===== src/rtl/branch_ctrl.sv =====
// Branch/flag controller: latches ALU flags on CMP, evaluates conditional
// branches against them, pulses branch_en and squashes wrong-path fetches.
module branch_ctrl #(
    parameter int unsigned         INSTR_W      = 9,
    parameter int unsigned         OP_W         = 3,
    parameter logic [OP_W-1:0]     OP_CMP       = 3'b110,
    parameter logic [OP_W-1:0]     OP_BR        = 3'b111,
    parameter int unsigned         LUT_W        = 3,
    parameter int unsigned         FLUSH_CYCLES = 2,
    parameter int unsigned         CNT_W        = 8
) (
    input  logic               Clk,
    input  logic               Reset,
    input  logic [INSTR_W-1:0] Instruction,
    input  logic               instr_valid,
    input  logic               ZERO,
    input  logic               BEVEN,
    input  logic               NEG,
    input  logic               CARRY,
    output logic               branch_en,
    output logic [LUT_W-1:0]   lut_idx,
    output logic               flush,
    output logic [3:0]         flags_q,
    output logic [CNT_W-1:0]   taken_count
);

    localparam int unsigned FC_W = $clog2(FLUSH_CYCLES + 1);

    typedef enum logic {
        RUN,
        FLUSH
    } state_e;

    state_e              state_q, state_d;
    logic [FC_W-1:0]     fcnt_q, fcnt_d;
    logic [3:0]          flags_d;
    logic                be_q, be_d;
    logic [LUT_W-1:0]    lut_q, lut_d;
    logic [CNT_W-1:0]    cnt_q, cnt_d;

    logic [OP_W-1:0]     opcode;
    logic [2:0]          cond;
    logic                cond_true;
    logic                accept;

    always_comb begin
        opcode    = Instruction[INSTR_W-1 -: OP_W];
        cond      = Instruction[INSTR_W-OP_W-1 -: 3];
        accept    = instr_valid && (state_q == RUN);
        cond_true = 1'b0;
        // flags_q layout is {C, N, E, Z}
        unique case (cond)
            3'd0: cond_true = 1'b1;
            3'd1: cond_true = flags_q[0];
            3'd2: cond_true = !flags_q[0];
            3'd3: cond_true = flags_q[1];
            3'd4: cond_true = !flags_q[1];
            3'd5: cond_true = flags_q[2];
            3'd6: cond_true = !flags_q[2];
            3'd7: cond_true = flags_q[3];
            default: cond_true = 1'b0;
        endcase
    end

    always_comb begin
        state_d = state_q;
        fcnt_d  = fcnt_q;
        flags_d = flags_q;
        be_d    = 1'b0;
        lut_d   = lut_q;
        cnt_d   = cnt_q;
        flush   = (state_q == FLUSH);

        if (state_q == FLUSH) begin
            fcnt_d = fcnt_q - FC_W'(1);
            if (fcnt_q == FC_W'(1)) begin
                state_d = RUN;
            end
        end else if (accept) begin
            if (opcode == OP_CMP) begin
                flags_d = {CARRY, NEG, BEVEN, ZERO};
            end else if (opcode == OP_BR && cond_true) begin
                be_d    = 1'b1;
                lut_d   = Instruction[LUT_W-1:0];
                fcnt_d  = FC_W'(FLUSH_CYCLES);
                state_d = FLUSH;
                if (cnt_q != '1) begin
                    cnt_d = cnt_q + CNT_W'(1);
                end
            end
        end
    end

    always_ff @(posedge Clk) begin
        if (Reset) begin
            state_q <= RUN;
            fcnt_q  <= '0;
            flags_q <= '0;
            be_q    <= 1'b0;
            lut_q   <= '0;
            cnt_q   <= '0;
        end else begin
            state_q <= state_d;
            fcnt_q  <= fcnt_d;
            flags_q <= flags_d;
            be_q    <= be_d;
            lut_q   <= lut_d;
            cnt_q   <= cnt_d;
        end
    end

    assign branch_en   = be_q;
    assign lut_idx     = lut_q;
    assign taken_count = cnt_q;

endmodule


===== config.mk =====
export PLATFORM = sky130hd
export DESIGN_NAME = branch_ctrl
export DESIGN_NICKNAME = d
export VERILOG_FILES = /design/src/rtl/branch_ctrl.sv
export SDC_FILE = /design/constraint.sdc
export NUM_CORES = 1
export LEC_CHECK = 0
export ABC_AREA = 1
export BUFFER_PORTS_ARGS = -buffer_cell sky130_fd_sc_hd__buf_2
export CAP_MARGIN = 20
export CORE_MARGIN = 4
export CORE_UTILIZATION = 50
export CTS_BUF_LIST = sky130_fd_sc_hd__clkbuf_8
export DETAILED_ROUTE_END_ITERATION = 6
export HOLD_SLACK_MARGIN = 0.08
export PLACE_DENSITY = 0.84
export SLEW_MARGIN = 10
export SYNTH_ARGS = -nofsm -noshare
export SYNTH_HDL_FRONTEND = slang
export SYNTH_SLANG_ARGS = --single-unit

===== constraint.sdc =====
create_clock -name Clk -period 1.6 [get_ports Clk]
set_input_delay 0.24 -clock Clk [delete_from_list [all_inputs] [get_ports Clk]]
set_output_delay 0.24 -clock Clk [all_outputs]
set_load 0.03 [all_outputs]

---- Word level (Yosys, flattened, before mapping) ----
Cells that the tools add are included.
storage, ports and cells
  bits in registers ....................... 19
  output and inout bits ................... 17
  input port bits ......................... 16
cells by class
  equal/unequal tests ..................... 12
  muxes and demuxes ....................... 10
  reductions and logical operators ........ 13
  bitwise gates (word level) .............. 2
  $add $sub $neg .......................... 2
operator list
  operator               count
  $eq A3 B3 Y1 const B   6
  $add A8 B1 Y8 const B  1
  $mux W2                4
  $ne A8 B8 Y1 const B   1
  $pmux W1 S8            1
  $eq A3 B2 Y1 const B   2
  $reduce_and A3 Y1      2
  $mux W1                5
  $reduce_and A5 Y1      1
  $reduce_and A4 Y1      1
  $reduce_bool A2 Y1     2
  $eq A3 B1 Y1 const B   1
  $logic_not A1 Y1       3
  $logic_not A3 Y1       1
  $eq A2 B1 Y1 const B   1
  $logic_and A1 B1 Y1    2
  $ne A2 B2 Y1 const B   1
  $not A1 Y1             2
  $reduce_or A2 Y1       1
  $sub A2 B1 Y2 const B  1

---- Depth between registers and ports, before layout ----
  depth after elaboration ................. 7
  mapped depth ............................ 10
  mapped depth without buffers ............ 9

---- Worst setup path after synthesis ----
OpenSTA, ideal clock, no wires.
  kind .................................... register to register
  start ................................... reg cnt_q[1], in the netlist taken_count[1]
  end ..................................... reg cnt_q[1], in the netlist taken_count[1]
  stages on the path, launching flop included .. 8
  setup time .............................. 67 ps
  arrival ................................. 1506 ps
  path buffers ............................ 0
  path slack .............................. 27 ps
  period minus slack after synthesis ...... 1573 ps
  cell sequence ........................... dfxtp_1 -> ha_1 -> nand2_1 -> nor2_4 -> nand4_4 -> nand4_4 -> nand2_1 -> a21oi_2
on the way
  word-level cells in the longest chain between the ends .. 2
ends and longest elaborated chain
  what                                                   line  text
  from (decl)                                            39    logic [CNT_W-1:0] cnt_q, cnt_d;
  from (signal assigned)                                 108   cnt_q <= cnt_d;
  branches (longest 2 deep; another with $add A8 B1 Y8)  -
Parallel ways; which one is timed is not known.
A chain may end at the register's enable or synchronous reset.

---- Worst setup path in the final report ----
  start ................................... reg cnt_q[0], in the netlist taken_count[0]
  end ..................................... reg cnt_q[0], in the netlist taken_count[0]
Same word-level chain as after synthesis.

==> impl_metrics.json <==
{
  "drv_slew": 0,
  "io_buffer_count": 32,
  "wl_per_cell_um": 11.4,
  "crit_path_end_kind": "register",
  "die_h_um": 53.3,
  "wl_met2_mm": 1.27,
  "p_leak_nw": 0.663,
  "syn_inst": 143,
  "synth.area.mux_share_pct": 0,
  "root_buffer": "clkbuf_8",
  "final_cell_mix": "nand2_1, buf_2, inv_1",
  "synth_cell_types": 22,
  "start_util_pct": 52.3,
  "finalCritPeriodShare_pct": 91.0,
  "finClkSkew_ns": 0.00323,
  "status": "finished clean",
  "clk_latency_ns": 0.25,
  "yosys_warnings": 0,
  "antenna_found_initial": 0,
  "coreArea_um2": 1960,
  "wl_met1_um": 994,
  "dp_hpwl_mm": 1.85,
  "hp-class": "in2reg",
  "dr.pass1.iters": 4,
  "fin_nets": 198,
  "hold_violations": 0,
  "timing.setup.tns_ns": 0,
  "worst_pin_slew_ns": 0.245,
  "ys_seq_elements": 19,
  "criticalPathCategory": "reg2reg",
  "synth_nets": 161,
  "cp-startpoint": "taken_count[0]$_SDFFE_PP0P_",
  "clkSinkCount": 19,
  "ir_drop_uv": 644,
  "first_global_vias": 965,
  "cts_buffers": 3,
  "dr.first_iter.drc_count": 16,
  "avgSynthCellArea_um2": 7.17,
  "rsz0062_at_grt": "false",
  "synth_top_family_by_area": "simple AND/OR/NAND/NOR gates",
  "hold_buffers": 0,
  "cts_tree": "done",
  "synth_fa_ha_area_share_pct": 2.44,
  "timing.rr.start": "taken_count[0]$_SDFFE_PP0P_",
  "slew_headroom_pct": 83.5,
  "p_int_mw": 0.693,
  "max-clock-path-buffers": 2,
  "finalSetupViolCount": 0,
  "power_switching_share_pct": 24.8,
  "pwr-share-seq_pct": 53.0,
  "die_area_um2": 2840,
  "clock.fmax_mhz": 687,
  "grt_overflow_total": 0,
  "drive_gt1_share_pct": 27.4,
  "synth_compound_area_share_pct": 10.9,
  "wl_met3_um": 72,
  "yosys.area_share.xor_xnor_pct": 3.41,
  "rows": 16,
  "cts.clk_slew.worst_paths_ns": 0.06,
  "cap_violations": 0,
  "cts_max_level": 1,
  "ant_nets": 0,
  "layout.cells.non_filler": 206,
  "ys_seq_area_share_pct": 37.1,
  "worstPathArrival_ns": 1.60,
  "die_width_um": 53.3,
  "grt_pass1_wl_mm": 3.84,
  "grt_max_degree": 14,
  "io_pins": 33,
  "comb_power_share_pct": 12.4,
  "period_needed_ns": 1.46,
  "cp-start-kind": "register",
  "drc_errors": 0,
  "min-delay-start": "Instruction[0]",
  "top_layer_used": "met4",
  "synthesis.area_um2": 1030,
  "area_delta_synth_final_pct": 24.3,
  "cp_max_fo": 8,
  "p_sw_mw": 0.229,
  "diodes": 0,
  "gp_congestion": 0.821,
  "track_usage_pct": 18.1,
  "via_count": 1039,
  "synthSimpleGateAreaFrac_pct": 36.3,
  "crit_required_ns": 1.75,
  "pwr-share-clk_pct": 34.6,
  "viasPerCell": 5.04,
  "placed_cells": 201,
  "power_density_nw_per_um2": 723,
  "wirelength_mm": 2.35
}
kinds of logic (layout without fill, tap and decap cells):
logic type / Yosys count / after routing
xor gates and xnor gates: 4 / 4
and+or+nand+nor: 74 / 75
DFF: 19 / 19
buffers and inverters: 24 / 59
adders and majority gates: 2 / 2
AOI/OAI and AO/OA: 20 / 20
stage by stage:
step	power, mW	util (%)	instance area, um2	worst slack [ns]	hold slack [ns]
floorplan	0.568	-	1030	0.0269	0.309
global placement	0.604	61.8	1210	0.181	0.449
detailed placement	0.609	61.8	1210	0.116	0.450
CTS	0.926	64.1	1260	0.0984	0.254
global route	0.962	65.0	1270	0.0115	0.259
finish	0.921	65.0	1270	0.144	0.254
synth_stat cells, drive strengths merged:
cell type | n | area (um2)
or2 | 1 | 6.26
inv | 21 | 78.8
ha | 2 | 25.0
nor3 | 1 | 5.00
nand4 | 10 | 92.6
clkbuf | 1 | 3.75
o21ai | 6 | 30.0
nor2 | 19 | 81.3
dfxtp | 19 | 380
nand3 | 9 | 50.1
xor2 | 4 | 35.0
a21oi | 14 | 81.3
buf | 2 | 18.8
nand2 | 34 | 138
layer usage:
metal	vias to the layer above	track usage [%]
li1	536	-
met2	22	33.3
met5	-	0
met4	0	6.38
met3	2	2.54
met1	479	20.8
power by group through the flow:
stage	registers, mW	logic, mW	clock network [mW]
final	0.488	0.115	0.319
after global routing	0.489	0.127	0.346
after CTS	0.488	0.110	0.327
after detailed placement	0.499	0.110	0
after global placement	0.498	0.106	0
after floorplan	0.511	0.0573	0
state kept, by name (all words and copies together), names as in the netlist:
| name | cells |
|---|---|
| taken_count | 8 |
| flags_q | 4 |
| lut_idx | 3 |
| fcnt_q | 2 |
| branch_en | 1 |
| flush | 1 |
area by class of cell:
cell class                 count  area, um2
fill                         187        687
timing repair buffer          34        175
sequential                    19        380
clock inverter                 1       3.75
inverter                      21       78.8
tap                           27       33.8
multi-input combinational    101        562
clock buffer                   3       41.3
repair_timing:
item                                    in CTS  in global routing
buffers inserted                             0                  0
endpoints found under the setup margin       0                 13
resized for setup                            0                  1
critical path: stages, from the launching register on:
cell,delay (ns)
dfxtp_1,0.39
ha_1,0.21
nand2_1,0.14
nor2_4,0.14
nand4_4,0.15
nand4_2,0.16
nand2_1,0.06
nand2_1,0.06
nor2_1,0.04
path summary, 6_finish.rpt:
path / to / slack, ns / depth (start not counted)
worst min register to register: lut_idx[1]$_SDFFE_PP0P_ / 0.46 / 2
worst min-delay path: lut_idx[0]$_SDFFE_PP0P_ / 0.25 / 3
worst max register to register: taken_count[0]$_SDFFE_PP0P_ / 0.14 / 8
worst max-delay path: taken_count[0]$_SDFFE_PP0P_ / 0.14 / 8
Power figures use the tool's default switching activity.
